--- config.mk ---
export PLATFORM = sky130hd
export DESIGN_NAME = clock_period_meter
export DESIGN_NICKNAME = d
export VERILOG_FILES = /design/src/rtl/clock_period_meter.sv
export SDC_FILE = /design/constraint.sdc
export NUM_CORES = 1
export LEC_CHECK = 0
export ABC_AREA = 1
export CAP_MARGIN = 20
export CORE_AREA = 2 2 73 54
export CTS_CLUSTER_SIZE = 25
export DETAILED_ROUTE_END_ITERATION = 10
export DIE_AREA = 0 0 75 56
export GPL_TIMING_DRIVEN = 1
export PLACE_DENSITY = 0.77
export SLEW_MARGIN = 15
export SYNTH_ARGS = -nofsm -noshare
export SYNTH_HDL_FRONTEND = slang
export SYNTH_SLANG_ARGS = --single-unit
--- constraint.sdc ---
create_clock -name clk_in -period 1.9 [get_ports clk_in]
set_input_delay 0.38 -clock clk_in [delete_from_list [all_inputs] [get_ports clk_in]]
set_output_delay 0.38 -clock clk_in [all_outputs]
set_load 0.01 [all_outputs]
--- src/rtl/clock_period_meter.sv ---
// Half-period meter for a slow toggle signal: synchronizes sig_in, measures the distance between
// edges in clk_in cycles, declares lock on a stable rate and flags a sticky timeout when edges stop.
module clock_period_meter #(
  parameter int MAX_COUNT  = 1024,
  parameter int LOCK_COUNT = 4,
  parameter int CNT_W      = $clog2(MAX_COUNT + 1)
) (
  input  logic             clk_in,
  input  logic             reset_n,
  input  logic             enable,
  input  logic             sig_in,
  output logic             rise_pulse,
  output logic             fall_pulse,
  output logic [CNT_W-1:0] half_period,
  output logic             period_valid,
  output logic             locked,
  output logic             timeout,
  output logic [1:0]       state_dbg
);

  // period_valid is a one-cycle strobe with no ready: the consumer must take half_period
  // in the cycle period_valid is high, there is no back-pressure.

  localparam int M_W = $clog2(LOCK_COUNT + 1);
  localparam logic [CNT_W-1:0] MAX_C  = CNT_W'(MAX_COUNT);
  localparam logic [M_W-1:0]   LOCK_M = M_W'(LOCK_COUNT);

  typedef enum logic [1:0] {
    IDLE    = 2'd0,
    ACQUIRE = 2'd1,
    MEASURE = 2'd2,
    LOCKED  = 2'd3
  } state_t;

  state_t           state;
  logic             s1, s2, s3;
  logic [CNT_W-1:0] hp_cnt;
  logic [M_W-1:0]   match;
  logic             edge_det, rise, fall;

  assign edge_det  = s2 ^ s3;
  assign rise      = s2 & ~s3;
  assign fall      = ~s2 & s3;
  assign state_dbg = state;

  always_ff @(posedge clk_in or negedge reset_n) begin
    if (!reset_n) begin
      state        <= IDLE;
      s1           <= 1'b0;
      s2           <= 1'b0;
      s3           <= 1'b0;
      hp_cnt       <= '0;
      match        <= '0;
      half_period  <= '0;
      period_valid <= 1'b0;
      locked       <= 1'b0;
      timeout      <= 1'b0;
      rise_pulse   <= 1'b0;
      fall_pulse   <= 1'b0;
    end else begin
      // Synchronizer keeps running in IDLE so no stale edge appears when enable rises.
      s1           <= sig_in;
      s2           <= s1;
      s3           <= s2;
      rise_pulse   <= 1'b0;
      fall_pulse   <= 1'b0;
      period_valid <= 1'b0;
      if (!enable) begin
        state   <= IDLE;
        hp_cnt  <= '0;
        match   <= '0;
        locked  <= 1'b0;
        timeout <= 1'b0;
      end else begin
        case (state)
          IDLE: begin
            hp_cnt <= '0;
            match  <= '0;
            locked <= 1'b0;
            state  <= ACQUIRE;
          end
          default: begin
            rise_pulse <= rise;
            fall_pulse <= fall;
            if (edge_det) begin
              // An edge wins over saturation, so a MAX_COUNT interval is a valid measurement.
              hp_cnt  <= CNT_W'(1);
              timeout <= 1'b0;
              if (state == ACQUIRE) begin
                state <= MEASURE;
              end else begin
                half_period  <= hp_cnt;
                period_valid <= 1'b1;
                if (hp_cnt == half_period) begin
                  if (match >= LOCK_M - M_W'(1)) begin
                    match  <= LOCK_M;
                    locked <= 1'b1;
                    state  <= LOCKED;
                  end else begin
                    match <= match + M_W'(1);
                  end
                end else begin
                  match  <= M_W'(1);
                  locked <= 1'b0;
                  state  <= MEASURE;
                end
              end
            end else if (hp_cnt == MAX_C) begin
              timeout <= 1'b1;
              locked  <= 1'b0;
              match   <= '0;
              state   <= ACQUIRE;
            end else begin
              hp_cnt <= hp_cnt + CNT_W'(1);
            end
          end
        endcase
      end
    end
  end

endmodule

**Word-level counts from Yosys, hierarchy flattened**

Index checks and enable logic that the tools add are counted.

- Flip-flop bits (word level): 35
- Input port bits: 4
- Output and inout bits: 18
- Word-level logic and storage cells: 75

- $add $sub $neg: 2
- Order comparisons: 1
- Eq/ne operators: 10
- Multiplexer cells: 37
- Bitwise operators: 7
- Reduce and logical (&&, ||, !) cells: 6

Operator list:

| cell | number |
|---|---|
| $mux W11 | 4 |
| $mux W3 | 7 |
| $mux W1 | 19 |
| $mux W2 | 7 |
| $add A11 B1 Y11 const B | 1 |
| $eq A11 B11 Y1 | 1 |
| $eq A11 B11 Y1 const B | 1 |
| $ne A4 B3 Y1 const B | 2 |
| $ne A6 B4 Y1 const B | 1 |
| $reduce_and A2 Y1 | 3 |
| $ne A5 B3 Y1 const B | 1 |
| $ne A4 B1 Y1 const B | 1 |
| $not A1 Y1 | 4 |
| $reduce_and A4 Y1 | 1 |
| $add A3 B1 Y3 const B | 1 |
| $ge A3 B2 Y1 const B | 1 |
| $ne A3 B1 Y1 const B | 1 |
| $reduce_and A3 Y1 | 1 |
| $and A1 B1 Y1 | 2 |
| $eq A2 B1 Y1 const B | 1 |
| $logic_not A2 Y1 | 1 |
| $ne A2 B2 Y1 const B | 1 |
| $xor A1 B1 Y1 | 1 |

**Depth between registers and ports, before layout**

Gate-level depths: netlist (run 1).

- Depth in word-level cells: 7
- Gate-level depth with buffers: 11
- Depth with buffers taken out: 10

**Least setup slack after synthesis (run 1)**

Ideal clock, no wire load.

- Path type: reg-to-reg
- Start: register hp_cnt[1]
- End: register state[1] (netlist: state_dbg[1])
- Library setup time: 0.117 ns
- Data arrival time: 1.347 ns
- Required time: 1.783 ns
- Setup slack: 0.436 ns
- Stages on the path, launching flop included: 9
- Buffers on the path: 1
- Period minus slack after synthesis: 1.464 ns
- Path through: dfrtp_1 inv_1 ha_1 nand4_1 o21ai_2 buf_6 nand2_2 nand2_1 nand2_1

- Longest elaborated chain between the ends: 6
- Elaborated cells on any way between the ends: 10
- Those cells by class: eq/ne: 4; mux: 5; reduce/logical: 1

RTL lines:

| element | line | RTL |
|---|---|---|
| start: declaration | 37 | `logic [CNT_W-1:0] hp_cnt;` |
| start signal: assignment | 114 | `hp_cnt <= hp_cnt + CNT_W'(1);` |
| $eq A11 B11 Y1 | 94 | `if (hp_cnt == half_period) begin` |
| $mux W2 | 94 |  |
| $mux W2 | 89 | `if (state == ACQUIRE) begin` |
| $mux W2 | 85 | `if (edge_det) begin` |
| $mux W2 | 75 | `case (state)` |
| $mux W2 | 68 | `if (!enable) begin` |
| end signal: assignment | 69 | `state <= IDLE;` |
| end signal: assignment | 80 | `state <= ACQUIRE;` |
| end signal: assignment | 90 | `state <= MEASURE;` |
| end: declaration | 35 | `state_t state;` |

Parallel ways exist; a longest one is shown, timed or not.
A chain may end at the register's enable or synchronous reset.

**Worst setup path after layout (run 1)**

Ends and elaborated chain as after synthesis.

==> impl_metrics.toml, run 1 <==
[logic_synthesis]
synth_compound_area_share_pct = 8.12
yosysTopAreaCellShare_pct = 47.0
synth_top_cell_by_area = "sky130_fd_sc_hd__dfrtp_1"
yosys-mux-area-fraction_pct = 0
post_synth_inst_count = 220
synth_seq_cells = 35
synth-edff-count = 0
postSynthNetCount = 230
synth_simple_gate_area_share_pct = 27.8
ys_top_cells_by_count = "sky130_fd_sc_hd__nand2_1, sky130_fd_sc_hd__dfrtp_1, sky130_fd_sc_hd__inv_1, sky130_fd_sc_hd__nor2_1, sky130_fd_sc_hd__o21ai_0"
asyncSetResetFlopFracSynth_pct = 100
ys_top_cells_by_area = "sky130_fd_sc_hd__dfrtp_1, sky130_fd_sc_hd__nand2_1, sky130_fd_sc_hd__inv_1, sky130_fd_sc_hd__ha_1, sky130_fd_sc_hd__nor2_1"
synth_most_common_cell = "sky130_fd_sc_hd__nand2_1"
number_of_different_library_cells_in_the_post_synthesis_netlist = 30
adder_and_majority_cell_fraction_of_the_synthesized_area_pct = 4.03
avgSynthCellArea_um2 = 8.47
share_of_synthesized_area_occupied_by_flip_flops_and_latches_pct = 47.0
main_combinational_cell_family_by_area_after_synthesis = "simple AND/OR/NAND/NOR gates"
syn-cell-area_mm2 = 0.00186
area_share_of_xor_xnor_cells_in_the_synthesized_design_pct = 3.29
synth-main-ff-cell = "sky130_fd_sc_hd__dfrtp_1"
synthesis.yosys.warnings = 0

[clock_tree]
clkLatencyLatePin_ns = 0.30
cts.htree.levels = 2
cts-buffers-inserted = 5
cts_resized = 0
cts_sinks = 35
postCtsHoldBufs = 0
clk_transition_reported_paths_ns = 0.07
post-cts-setup-buffer-count = 0
ctsRootBufferMaster = "sky130_fd_sc_hd__clkbuf_8"
cts.path.max_buffers = 2
cts_tree = "yes"

[final_layout]
syn_to_final_growth_pct = 18.9
layout_cell_share_with_drive_strength_beyond_1_pct = 14.6
design.final.nets = 256
fin_cells = 297
num-fill-cells = 309
antenna_cells = 0

[critical_path]
critPathCaptureType = "register"
reg2reg_from = "hp_cnt[1]$_DFFE_PN0P_"
critPathRequiredTime_ns = 2.09
rr_endpoint = "state_dbg[1]$_DFFE_PN0P_"
critical_path_class = "reg -> reg"
crit_arrival_ns = 1.92
worst-path-max-fanout = 10
crit_start = "hp_cnt[1]$_DFFE_PN0P_"
worst-r2r-cell-count = 8
worst-r2r-setup-slack_ns = 0.17
critical_path.startpoint_type = "register"

[place]
place.port_buffers = 21
place.detailed.hpwl_um = 2650
placed_cell_count = 289
gp_routability_congestion = 0.909

[global_route]
groute.usage.overall_pct = 19.8
gr-total-overflow = 0
vias_in_the_first_global_route = 1369
grt_start_max_net_pins = 36
initial_antenna_violation_count = 0
grt_pass1_wl_um = 6200

[power_and_ir_drop]
power.switching_w = 0.000549
ratio_of_total_power_to_cell_area_mw_per_mm2 = 855
pwr-share-seq_pct = 46.0
ir_drop_uv = 543
total_leakage_power_nw = 1.03
clock_power_share_pct = 31.5
sw_frac_of_total_pct = 29.0
cellInternalPower_w = 0.00135
combinationalPowerShare_pct = 22.5

[sta]
hold_violations = 0
finalCritPeriodShare_pct = 91.3
fmaxAchievable_mhz = 576
grt_setup_unrepaired = "no"
final.min_clock_period_ns = 1.73
timing_max_transition_violations_final = 0
clock_tree_skew_after_final_layout_ns = 0.00606
worst_pin_slew_ns = 0.423
timing.setup.tns_ns = 0
timing.final.setup_violations = 0
slew-limit-headroom_pct = 71.5

[drt]
drt-initial-drc-count = 65
top_layer = "met4"
wl_met3_um = 209
post_drt_wl_per_cell_um = 12.1
detail_route.first_pass.iterations = 4
remaining_drc_errors = 0
drt-vias-per-instance = 4.85
vias = 1440
antenna_left = 0
route.final.wire_length_um = 3590
met2_wirelength_um = 1550
met1_wire_length_um = 1770

[die]
core-area_mm2 = 0.00345
die_width_um = 75
i_o_pin_count = 22
fp-row-count = 18
start_util_pct = 54.1
chipHeight_um = 56
floorplan.die_area_mm2 = 0.00420

[min_path]
hold-path-endpoint = "s2$_DFF_PN0_"
hp-start = "s1$_DFF_PN0_"
worst_hold_path.num_cells = 0
hold_class = "reg -> reg"

[run]
max-cap-violations = 0

[run_status]
status = "finished clean"
cell type report:
type / count / area [um^2] / area share [%]
Clock buffer: 8 / 100 / 4.52
Inverter: 37 / 139 / 6.27
Sequential cell: 35 / 876 / 39.5
Multi-Input combinational cell: 143 / 806 / 36.4
Tap cell: 50 / 62.6 / 2.82
Timing Repair Buffer: 24 / 233 / 10.5
sequential cells by signal (all words and copies together), names as in the netlist, 2 cells and up:
name	flops
hp_cnt	11
half_period	11
state_dbg	2
match	3
worst max-delay path by stage:
| stage | end | depth (start not counted) |
|---|---|---|
| 2_1_floorplan | state_dbg[1]$_DFFE_PN0P_ | 8 |
| 3_3_place_gp | state_dbg[0]$_DFFE_PN0P_ | 8 |
| 3_5_place_dp | state_dbg[0]$_DFFE_PN0P_ | 8 |
| 4_1_cts | state_dbg[1]$_DFFE_PN0P_ | 8 |
| 5_1_grt | state_dbg[1]$_DFFE_PN0P_ | 8 |
| 6_report | state_dbg[1]$_DFFE_PN0P_ | 8 |
critical path: stages, from the launching register on:
cell                      delay [ns]
sky130_fd_sc_hd__dfrtp_1        0.42
sky130_fd_sc_hd__inv_1          0.18
sky130_fd_sc_hd__ha_1           0.20
sky130_fd_sc_hd__nand4_1        0.15
sky130_fd_sc_hd__o21ai_2        0.25
sky130_fd_sc_hd__buf_4          0.24
sky130_fd_sc_hd__nand2_2        0.09
sky130_fd_sc_hd__nand2_1        0.06
sky130_fd_sc_hd__nand2_1        0.05
cell families (layout without fill, tap and decap cells):
logic type	count (synthesis)	in the layout
flops	35	35
compound gates	28	28
xor+xnor	7	7
buf+inv	42	69
fa+ha+maj	6	6
simple gates	102	102
through the flow:
step	setup WS, ns	utilization, %	hold slack [ns]	cell area, um^2	power (W)
2_1_floorplan	0.436	-	0.0844	1860	0.00112
4_1_cts	0.175	64.3	0.360	2220	0.00191
3_5_place_dp	0.0646	61.4	0.345	2120	0.00131
3_3_place_gp	0.124	61.4	0.345	2120	0.00131
6_report	0.165	64.3	0.357	2220	0.00189
5_1_grt	0.0182	64.3	0.371	2220	0.00199
placed cells by master (no fill, tap or decap), drive strengths merged:
| cell | instances |
|---|---|
| dfrtp | 35 |
| xor2 | 2 |
| nor3 | 4 |
| a31oi | 2 |
| clkbuf | 8 |
| buf | 3 |
| ha | 6 |
| o22ai | 1 |
| nor2 | 26 |
| clkdlybuf4s50 | 21 |
| and3 | 1 |
| nor3b | 3 |
| nand2 | 54 |
| nand4 | 6 |
| inv | 37 |
| a21oi | 5 |
| nand3 | 8 |
| xnor2 | 5 |
| o21ai | 20 |
power by group through the flow:
stage / sequential (W) / combinational, W / clock [W]
after floorplan: 0.000907 / 0.000210 / 0
after global placement: 0.000886 / 0.000422 / 0
after detailed placement: 0.000885 / 0.000429 / 0
after CTS: 0.000872 / 0.000431 / 0.000606
after global routing: 0.000880 / 0.000483 / 0.000631
final: 0.000872 / 0.000426 / 0.000596
routing by layer:
layer  GRT usage, %  vias to the layer above
met1           28.8                      661
li1               -                      738
met2           27.4                       35
met4           8.42                        0
met5              0                        -
met3           5.07                        6
No activity file was read; power rests on OpenSTA's default activity.
==> run 2: changes to the inputs <==
CTS_BUF_LIST = sky130_fd_sc_hd__clkbuf_4 sky130_fd_sc_hd__clkbuf_8 sky130_fd_sc_hd__clkbuf_16   (was unset)
==> run 2 against run 1 <==
Compared with the run above:
- combinational power barely moved
- largest cell class unchanged
- critical endpoint unchanged
- die area did not move
- sequential power barely moved
- global-route usage did not move
==> impl_metrics.toml, run 2 (synthesized netlist as in run 1, its figures left out) <==
[run_status]
status = "finished clean"

[final_layout]
design.final.nets = 256
mostFrequentLayoutCells = "sky130_fd_sc_hd__nand2_1, sky130_fd_sc_hd__dfrtp_1, sky130_fd_sc_hd__inv_1"
antenna_cells = 0
final_common_cell = "sky130_fd_sc_hd__nand2_1"
syn_to_final_growth_pct = 19.1
largest_registers = "half_period (11), hp_cnt (11), match (3)"
layout_cell_share_with_drive_strength_beyond_1_pct = 15.0
postLayoutCellArea_mm2 = 0.00222
num-fill-cells = 309

[place]
detailed_place.area_mm2 = 0.00212
gp_routability_congestion = 0.909
place.port_buffers = 21
pre_cts_ws_ns = 0.0646
place.detailed.hpwl_um = 2650

[sta]
clock_tree_skew_after_final_layout_ns = 0.00534
worst_pin_slew_ns = 0.424
slew-limit-headroom_pct = 71.4
grt_setup_unrepaired = "no"
timing.setup.tns_ns = 0
final.min_clock_period_ns = 1.74
fmaxAchievable_mhz = 574
timing_max_transition_violations_final = 0
hold_ws_ns = 0.357
hold_violations = 0
timing.final.setup_violations = 0
finalCritPeriodShare_pct = 91.7
setup_slack_ns = 0.157

[critical_path]
critPathCaptureType = "register"
worstPathBufferInverterCount = 2
reg2reg_from = "hp_cnt[1]$_DFFE_PN0P_"
crit_arrival_ns = 1.93
worst-r2r-setup-slack_ns = 0.16
worst-path-max-fanout = 10
crit_start = "hp_cnt[1]$_DFFE_PN0P_"
critPathRequiredTime_ns = 2.09
worst_path_max_delay_cell = "sky130_fd_sc_hd__dfrtp_1"
critical_path.startpoint_type = "register"
worst-r2r-cell-count = 8
rr_endpoint = "state_dbg[1]$_DFFE_PN0P_"
critical_path_class = "reg -> reg"
category_of_cells_accounting_for_the_largest_share_of_critical_path_delay = "flip-flops"
slowest_delay_ns = 0.42
path_common_cell = "sky130_fd_sc_hd__nand2_1"
worstPathCellList = "inv_1 > ha_1 > nand4_1 > o21ai_2 > buf_4 > nand2_2 > nand2_1 > nand2_1"

[drt]
drt-initial-drc-count = 59
met2_wirelength_um = 1570
top_layer = "met4"
drt-vias-per-instance = 4.85
vias = 1439
post_drt_wl_per_cell_um = 12.1
wl_met3_um = 190
remaining_drc_errors = 0
route.final.wire_length_um = 3590
detail_route.first_pass.iterations = 4
met1_wire_length_um = 1780
antenna_left = 0

[clock_tree]
postCtsHoldBufs = 0
cts_resized = 0
cts_tree = "yes"
clk_transition_reported_paths_ns = 0.07
cts.htree.levels = 2
clkLatencyLatePin_ns = 0.29
post-cts-setup-buffer-count = 0
cts_sinks = 35
cts.path.max_buffers = 2
cts-buffers-inserted = 5
ctsRootBufferMaster = "sky130_fd_sc_hd__clkbuf_8"

[global_route]
gr-total-overflow = 0
initial_antenna_violation_count = 0
groute.usage.overall_pct = 19.8
grt_pass1_wl_um = 6220
grt_start_max_net_pins = 36
vias_in_the_first_global_route = 1378

[die]
i_o_pin_count = 22
chipHeight_um = 56
fp-row-count = 18
start_util_pct = 54.1
core-area_mm2 = 0.00345
floorplan.die_area_mm2 = 0.00420
die_width_um = 75

[min_path]
hp-start = "s1$_DFF_PN0_"
hold_class = "reg -> reg"
hold-path-endpoint = "s2$_DFF_PN0_"
worst_hold_path.num_cells = 0

[power_and_ir_drop]
total_leakage_power_nw = 1.03
ratio_of_total_power_to_cell_area_mw_per_mm2 = 860
ir_drop_uv = 632

[run]
max-cap-violations = 0
==> run 2: worst max-delay path by stage <==
stage                                    end  slack, ns  depth (start not counted)
floorplan           state_dbg[1]$_DFFE_PN0P_       0.44                          8
global placement    state_dbg[0]$_DFFE_PN0P_       0.12                          8
detailed placement  state_dbg[0]$_DFFE_PN0P_       0.06                          8
CTS                 state_dbg[1]$_DFFE_PN0P_       0.18                          8
global route        state_dbg[1]$_DFFE_PN0P_       0.02                          8
finish              state_dbg[1]$_DFFE_PN0P_       0.16                          8
==> run 2: final cells by class <==
cell class              instances  area, um^2  area share, %
well taps                      50        62.6           2.82
repair buffers                 24         233           10.5
inverters                      37         139           6.26
flip-flops and latches         35         876           39.5
clock buffers                   8         104           4.68
multi-input cells             143         806           36.3
==> run 2: layer usage <==
layer	vias to the layer above	GRT usage (%)
met5	-	0
met4	0	8.42
met3	6	5.07
met2	33	27.6
met1	663	28.7
li1	737	-
==> run 2: report_power, final <==
group	total, W	switching (W)	internal [W]	leakage, nW
sequential	0.000871	0.0000580	0.000813	0.467
clock	0.000609	0.000265	0.000345	0.0549
combinational	0.000427	0.000226	0.000201	0.510
total	0.00191	0.000549	0.00136	1.03
==> run 2: stage by stage <==
stage	cells	util, %	total power (W)
after detailed placement	289	61.4	0.00131
after floorplan	220	-	0.00112
after CTS	297	64.4	0.00193
final	297	64.4	0.00191
after global routing	297	64.4	0.00201
after global placement	289	61.4	0.00131
